===== src/rtl/row_capture_scheduler.sv =====
// Decimating row/pixel capture scheduler feeding a 2-entry ping-pong line buffer.
// Bresenham accumulators pick OUT_ROWS rows per frame and OUT_COLS pixels per row.
module row_capture_scheduler #(
   parameter int MAX_WIDTH  = 1920,
   parameter int MAX_HEIGHT = 1080,
   parameter int OUT_COLS   = 16,
   parameter int OUT_ROWS   = 8,
   localparam int W_W   = $clog2(MAX_WIDTH),
   localparam int H_W   = $clog2(MAX_HEIGHT),
   localparam int COL_W = $clog2(OUT_COLS),
   localparam int ROW_W = $clog2(OUT_ROWS)
) (
   input  logic             I_rgb_clk,
   input  logic             I_rst,
   input  logic             I_rgb_de,
   input  logic             I_new_row,
   input  logic             I_new_frame,
   input  logic [W_W-1:0]   I_image_width,
   input  logic [H_W-1:0]   I_image_height,
   input  logic             I_width_valid,
   input  logic             I_height_valid,
   output logic             O_wr_en,
   output logic             O_wr_buf,
   output logic [COL_W-1:0] O_wr_addr,
   output logic             O_line_valid,
   output logic             O_line_buf,
   output logic [ROW_W-1:0] O_line_idx,
   input  logic             I_line_ack,
   output logic             O_frame_done,
   output logic             O_overflow
);

   // Accumulators overshoot the geometry when it is smaller than the output grid.
   localparam int ACC_H = H_W + ROW_W + 1;
   localparam int ACC_W = W_W + COL_W + 1;
   localparam logic [ACC_H-1:0] ROW_STEP = ACC_H'(OUT_ROWS);
   localparam logic [ACC_W-1:0] COL_STEP = ACC_W'(OUT_COLS);
   localparam logic [ROW_W:0]   ROWS_MAX = (ROW_W + 1)'(OUT_ROWS);
   localparam logic [COL_W:0]   COLS_MAX = (COL_W + 1)'(OUT_COLS);
   localparam logic [ROW_W:0]   SEL_ONE  = {{ROW_W{1'b0}}, 1'b1};
   localparam logic [COL_W:0]   COL_ONE  = {{COL_W{1'b0}}, 1'b1};

   typedef enum logic [1:0] {IDLE, WAIT_FRAME, SCAN, CAPTURE} state_t;

   state_t                    state_q, state_d;
   logic [ACC_H-1:0]          row_acc_q, row_acc_d;
   logic [ACC_W-1:0]          col_acc_q, col_acc_d;
   logic [ROW_W:0]            sel_cnt_q, sel_cnt_d;
   logic [COL_W:0]            col_cnt_q, col_cnt_d;
   logic [ROW_W-1:0]          line_idx_q, line_idx_d;
   logic                      seen_de_q, seen_de_d;
   logic [1:0]                full_q, full_d;
   logic                      wr_ptr_q, wr_ptr_d;
   logic                      rd_ptr_q, rd_ptr_d;
   logic [1:0][ROW_W-1:0]     idx_q, idx_d;
   logic                      wr_en_q, wr_en_d;
   logic                      wr_buf_q, wr_buf_d;
   logic [COL_W-1:0]          wr_addr_q, wr_addr_d;
   logic                      frame_done_q, frame_done_d;
   logic                      overflow_q, overflow_d;

   logic             geo_ok;
   logic [ACC_H-1:0] row_nxt, height_ext;
   logic [ACC_W-1:0] col_nxt, width_ext;
   logic             row_hit, col_hit, row_done;
   logic [ROW_W:0]   sel_inc;

   always_comb begin
      geo_ok     = I_width_valid & I_height_valid & (|I_image_width) & (|I_image_height);
      height_ext = ACC_H'(I_image_height);
      width_ext  = ACC_W'(I_image_width);
      row_nxt    = row_acc_q + ROW_STEP;
      row_hit    = row_nxt >= height_ext;
      col_nxt    = col_acc_q + COL_STEP;
      col_hit    = (col_nxt >= width_ext) && (col_cnt_q < COLS_MAX);
      sel_inc    = sel_cnt_q + SEL_ONE;
   end

   always_comb begin
      state_d      = state_q;
      row_acc_d    = row_acc_q;
      col_acc_d    = col_acc_q;
      sel_cnt_d    = sel_cnt_q;
      col_cnt_d    = col_cnt_q;
      line_idx_d   = line_idx_q;
      seen_de_d    = seen_de_q;
      full_d       = full_q;
      wr_ptr_d     = wr_ptr_q;
      rd_ptr_d     = rd_ptr_q;
      idx_d        = idx_q;
      wr_en_d      = 1'b0;
      wr_buf_d     = wr_buf_q;
      wr_addr_d    = wr_addr_q;
      frame_done_d = 1'b0;
      overflow_d   = overflow_q;
      row_done     = 1'b0;

      // Consumer side never conflicts with completion: the write target is always empty.
      if (I_line_ack && full_q[rd_ptr_q]) begin
         full_d[rd_ptr_q] = 1'b0;
         rd_ptr_d         = ~rd_ptr_q;
      end

      if (!geo_ok) begin
         state_d = IDLE;
      end else if (I_new_frame && (state_q == SCAN || state_q == CAPTURE)) begin
         frame_done_d = 1'b1;
         row_acc_d    = '0;
         sel_cnt_d    = '0;
         state_d      = SCAN;
      end else begin
         case (state_q)
            IDLE: state_d = WAIT_FRAME;
            WAIT_FRAME: begin
               if (I_new_frame) begin
                  row_acc_d = '0;
                  sel_cnt_d = '0;
                  state_d   = SCAN;
               end
            end
            SCAN: begin
               if (I_new_row) begin
                  row_acc_d = row_hit ? row_nxt - height_ext : row_nxt;
                  if (row_hit && !full_q[wr_ptr_q]) begin
                     col_acc_d  = '0;
                     col_cnt_d  = '0;
                     seen_de_d  = 1'b0;
                     line_idx_d = sel_cnt_q[ROW_W-1:0];
                     state_d    = CAPTURE;
                  end else if (row_hit) begin
                     overflow_d = 1'b1;
                     row_done   = 1'b1;
                  end
               end
            end
            CAPTURE: begin
               if (I_rgb_de) begin
                  seen_de_d = 1'b1;
                  col_acc_d = col_hit ? col_nxt - width_ext : col_nxt;
                  if (col_hit) begin
                     wr_en_d   = 1'b1;
                     wr_addr_d = col_cnt_q[COL_W-1:0];
                     wr_buf_d  = wr_ptr_q;
                     col_cnt_d = col_cnt_q + COL_ONE;
                  end
               end else if (seen_de_q) begin
                  full_d[wr_ptr_q] = 1'b1;
                  idx_d[wr_ptr_q]  = line_idx_q;
                  wr_ptr_d         = ~wr_ptr_q;
                  row_done         = 1'b1;
                  state_d          = SCAN;
               end
            end
            default: state_d = IDLE;
         endcase
      end

      if (row_done) begin
         sel_cnt_d = sel_inc;
         if (sel_inc == ROWS_MAX) begin
            frame_done_d = 1'b1;
            state_d      = WAIT_FRAME;
         end
      end
   end

   always_ff @(posedge I_rgb_clk) begin
      if (I_rst) begin
         state_q      <= IDLE;
         row_acc_q    <= '0;
         col_acc_q    <= '0;
         sel_cnt_q    <= '0;
         col_cnt_q    <= '0;
         line_idx_q   <= '0;
         seen_de_q    <= 1'b0;
         full_q       <= '0;
         wr_ptr_q     <= 1'b0;
         rd_ptr_q     <= 1'b0;
         idx_q        <= '0;
         wr_en_q      <= 1'b0;
         wr_buf_q     <= 1'b0;
         wr_addr_q    <= '0;
         frame_done_q <= 1'b0;
         overflow_q   <= 1'b0;
      end else begin
         state_q      <= state_d;
         row_acc_q    <= row_acc_d;
         col_acc_q    <= col_acc_d;
         sel_cnt_q    <= sel_cnt_d;
         col_cnt_q    <= col_cnt_d;
         line_idx_q   <= line_idx_d;
         seen_de_q    <= seen_de_d;
         full_q       <= full_d;
         wr_ptr_q     <= wr_ptr_d;
         rd_ptr_q     <= rd_ptr_d;
         idx_q        <= idx_d;
         wr_en_q      <= wr_en_d;
         wr_buf_q     <= wr_buf_d;
         wr_addr_q    <= wr_addr_d;
         frame_done_q <= frame_done_d;
         overflow_q   <= overflow_d;
      end
   end

   assign O_wr_en      = wr_en_q;
   assign O_wr_buf     = wr_buf_q;
   assign O_wr_addr    = wr_addr_q;
   assign O_line_valid = full_q[rd_ptr_q];
   assign O_line_buf   = rd_ptr_q;
   assign O_line_idx   = idx_q[rd_ptr_q];
   assign O_frame_done = frame_done_q;
   assign O_overflow   = overflow_q;

endmodule


===== config.mk =====
export PLATFORM = sky130hd
export DESIGN_NAME = row_capture_scheduler
export DESIGN_NICKNAME = d
export VERILOG_FILES = /design/src/rtl/row_capture_scheduler.sv
export SDC_FILE = /design/constraint.sdc
export NUM_CORES = 1
export LEC_CHECK = 0
export CAP_MARGIN = 25
export CORE_MARGIN = 1
export CORE_UTILIZATION = 31
export CTS_BUF_LIST = sky130_fd_sc_hd__clkbuf_8
export DETAILED_ROUTE_END_ITERATION = 6
export GPL_TIMING_DRIVEN = 0
export PLACE_DENSITY = 0.56
export SKIP_LAST_GASP = 1
export SLEW_MARGIN = 30
export SYNTH_ARGS = -nofsm -noshare
export SYNTH_HDL_FRONTEND = slang
export SYNTH_SLANG_ARGS = --single-unit

===== constraint.sdc =====
create_clock -name I_rgb_clk -period 3.7 [get_ports I_rgb_clk]
set_input_delay 0.555 -clock I_rgb_clk [delete_from_list [all_inputs] [get_ports I_rgb_clk]]
set_output_delay 0.555 -clock I_rgb_clk [all_outputs]
set_load 0.01 [all_outputs]

==> impl_metrics.env <==
export IMPL_outcome="completed"
export IMPL_critPathTopFamily="simple AND/OR/NAND/NOR gates"
export IMPL_die_h_um=126
export IMPL_worstSetupPathType="register to register"
export IMPL_cts_max_path_buffers=2
export IMPL_core_um2=15100
export IMPL_grt_ovfl_total=0
export IMPL_timing_fmax_ghz=0.287
export IMPL_cts_root_buf="clkbuf_8"
export IMPL_ant_nets=0
export IMPL_clkLatencyLatePin_ps=370
export IMPL_grt_usage=0.165
export IMPL_muxShareOfSynthArea=0.0604
export IMPL_postSynthAreaPerCell_um2=8.01
export IMPL_final_hold_violation_count=0
export IMPL_cpPeakStageDelay_ps=470
export IMPL_rows=45
export IMPL_slowest_stage="nor4_4"
export IMPL_cts_buffers=9
export IMPL_slew_viol_final=0
export IMPL_arrival_ps=3780
export IMPL_tightestPinTransition_ps=852
export IMPL_antenna_found_initial=0
export IMPL_synthArstFlopShare=0
export IMPL_p_per_area_nw_per_um2=272
export IMPL_fin_skew_ps=12.0
export IMPL_cts_clk_slew_worst_paths_ps=80
export IMPL_synth_top_family_by_area="simple AND/OR/NAND/NOR gates"
export IMPL_setup_viol=0
export IMPL_vias=4554
export IMPL_synth_edf_count=0
export IMPL_drt_first_pass_iters=5
export IMPL_synth_fa_ha_area_frac=0.0763
export IMPL_antenna_cells=0
export IMPL_port_buffers=41
export IMPL_final_core_util=0.376
export IMPL_min_period_ps=3480
export IMPL_netlist_instances=598
export IMPL_crit_path_end_kind="register"
export IMPL_synth_compound_area_frac=0.225
export IMPL_multi_input_area_um2=3250
export IMPL_cts_tree="done"
export IMPL_grt_pass1_wl_mm=21.0
export IMPL_cts_sinks=64
export IMPL_hold_buffers=0
export IMPL_grt_pass1_vias=4479
export IMPL_fillCellCount=1544
export IMPL_worst_slack_ps=217
export IMPL_syn_cell_area_um2=4790
export IMPL_post_place_ws_ps=27.8
export IMPL_start_util=0.316
export IMPL_drt_iter0_drc=343
export IMPL_synth_ff_type="dfxtp_1"
export IMPL_vias_per_cell=5.40
export IMPL_drc_errors=0
export IMPL_cap_violations=0
export IMPL_die_area_um2=15900
export IMPL_drive_above_1_share=0.0962
export IMPL_io_pins=43
export IMPL_syn_num_nets=656
export IMPL_p_leak_uw=0.00218
export IMPL_ys_ff_latch=64
export IMPL_synthSimpleGateAreaFrac=0.244
export IMPL_cp_cell_sequence="ha_4 -> nand2_1 -> nor2_1 -> xor2_1 -> ha_1 -> nand2_1 -> nor2_1 -> and4_2 -> nor4_4 -> a211oi_2 -> a211oi_2 -> buf_4 -> a31oi_1 -> o22ai_1"
export IMPL_grt_max_degree=14
export IMPL_yosysSeqAreaShare=0.268
export IMPL_synth_distinct_cells=79
export IMPL_dieWidth_um=126
export IMPL_path_max_fanout=10
export IMPL_required_ps=3990
export IMPL_path_buf_inv=1
export IMPL_cp_start_kind="register"
export IMPL_hp_class="register to register"
export IMPL_fin_nets=708
export IMPL_slew_headroom=0.427
export IMPL_dp_hpwl_mm=9.81
export IMPL_peakVddDrop_mv=0.170
export IMPL_area_growth_pct=18.9
export IMPL_synth_xor_area_frac=0.0677
export IMPL_gp_congestion=0.875
export IMPL_fin_crit_sh=0.941
export IMPL_yosysWarnings=0
export IMPL_ff_latch_area_um2=1280
export IMPL_routedWlPerCell_um=15.1
export IMPL_drt_total_wl_mm=12.7
export IMPL_htree_levels=3
[area by class of cell]
class	instances	share of cell area
well taps	188	0.0413
multi-input cells	465	0.571
clock buffers	9	0.0218
flip-flops and latches	64	0.225
inverters	47	0.0310
repair buffers	42	0.0734
clock inverters	7	0.0180
plain buffers	21	0.0185
[layer usage]
| layer | part of all wire | GRT usage |
|---|---|---|
| met1 | 0.48 | 0.205 |
| met2 | 0.47 | 0.281 |
| met3 | 0.029 | 0.0251 |
| met4 | 0.022 | 0.0730 |
| met5 | 0 | 0 |
[worst min-delay path, stage by stage (launching register included)]
cell and delay, ps:
dfxtp_1 320, nand2_1 50, mux2i_1 50
[cells by family (layout without fill, tap and decap cells)]
family	count (synthesis)	after routing
xor+xnor	37	37
fa+ha+maj	28	28
mux	28	28
flops	64	64
buf+inv	69	126
simple gates	216	216
compound gates	156	156
[placed cells by master (no fill, tap or decap), types with 4 or more instances in the layout]
cell type / instances
a21oi_1: 46
a31oi_1: 7
nor3_2: 4
mux2_2: 7
dfxtp_1: 64
nor3_1: 20
nor2_1: 46
clkbuf_1: 12
nand2_1: 43
clkdlybuf4s50_1: 41
or2_2: 4
nand2b_1: 11
mux2i_1: 21
and4_1: 4
nand4_1: 8
nor4_1: 8
o211ai_1: 5
buf_2: 4
ha_1: 25
a211o_1: 4
o21ai_0: 30
or3_1: 5
o22ai_1: 4
inv_1: 45
xnor2_1: 26
a21o_1: 7
a211oi_1: 4
nor2b_1: 8
clkbuf_8: 9
nand3_1: 29
and3_1: 6
xor2_1: 11
[final timing paths]
path,from,endpoint,slack (ps),cells after the start
setup / recovery,row_acc_q[3],col_acc_q[8],220,14
hold / removal,row_acc_q[0],row_acc_q[0],460,2
setup reg to reg,row_acc_q[3],col_acc_q[8],220,14
hold reg to reg,row_acc_q[0],row_acc_q[0],460,2
[through the flow]
stage	instance area (um2)	hold slack (ps)	TNS, ps	power, uW	instances
after floorplan	4790	435	0	790	598
after global placement	5430	448	0	849	827
after detailed placement	5430	453	0	852	827
after CTS	5660	466	0	1560	843
after global routing	5690	504	-27.5	1610	843
final	5690	462	0	1550	843
[power breakdown]
part	leakage, uW	switching (uW)	internal, uW
clock	0.000110	325	386
sequential	0.000515	0.155	689
combinational	0.00155	81.9	66.3
[state kept, by name, summed over array words and instances (netlist names)]
name,cells
col_acc_q,16
row_acc_q,15
idx_q,6
col_cnt_q,5
O_wr_addr,4
sel_cnt_q,4
line_idx_q,3
full_q,2
state_q,2
O_frame_done,1
O_line_buf,1
O_overflow,1
O_wr_buf,1
O_wr_en,1
seen_de_q,1
wr_ptr_q,1
[cells in the mapped netlist, types with 3 or more instances]
| master | n | area (um2) |
|---|---|---|
| dfxtp_1 | 64 | 1280 |
| a21oi_1 | 46 | 230 |
| nor2_1 | 46 | 173 |
| inv_1 | 45 | 169 |
| nand2_1 | 43 | 161 |
| o21ai_0 | 30 | 150 |
| nand3_1 | 29 | 145 |
| ha_1 | 26 | 325 |
| xnor2_1 | 26 | 228 |
| mux2i_1 | 21 | 210 |
| nor3_1 | 21 | 105 |
| clkbuf_1 | 14 | 52.6 |
| nand2b_1 | 11 | 68.8 |
| xor2_1 | 11 | 96.3 |
| nand4_1 | 8 | 50.1 |
| nor2b_1 | 8 | 50.1 |
| nor4_1 | 8 | 50.1 |
| a21o_1 | 7 | 52.6 |
| a31oi_1 | 7 | 43.8 |
| mux2_2 | 7 | 78.8 |
| and3_1 | 6 | 37.5 |
| and4_1 | 5 | 43.8 |
| o211ai_1 | 5 | 37.5 |
| or3_1 | 5 | 31.3 |
| a211o_1 | 4 | 35.0 |
| a211oi_1 | 4 | 30.0 |
| buf_2 | 4 | 20.0 |
| o22ai_1 | 4 | 25.0 |
| or2_2 | 4 | 25.0 |
| a22o_1 | 3 | 26.3 |
| a22oi_1 | 3 | 22.5 |
| a2bb2oi_1 | 3 | 26.3 |
| and2_1 | 3 | 18.8 |
| nor3_2 | 3 | 30.0 |
| o21a_1 | 3 | 22.5 |
| o31ai_1 | 3 | 22.5 |
| o32ai_1 | 3 | 26.3 |
[timing repair]
action                                  CTS  global route
setup buffers                             0             1
resized for setup                         0             6
endpoints found under the setup margin    0            23
Power figures use the tool's default switching activity.
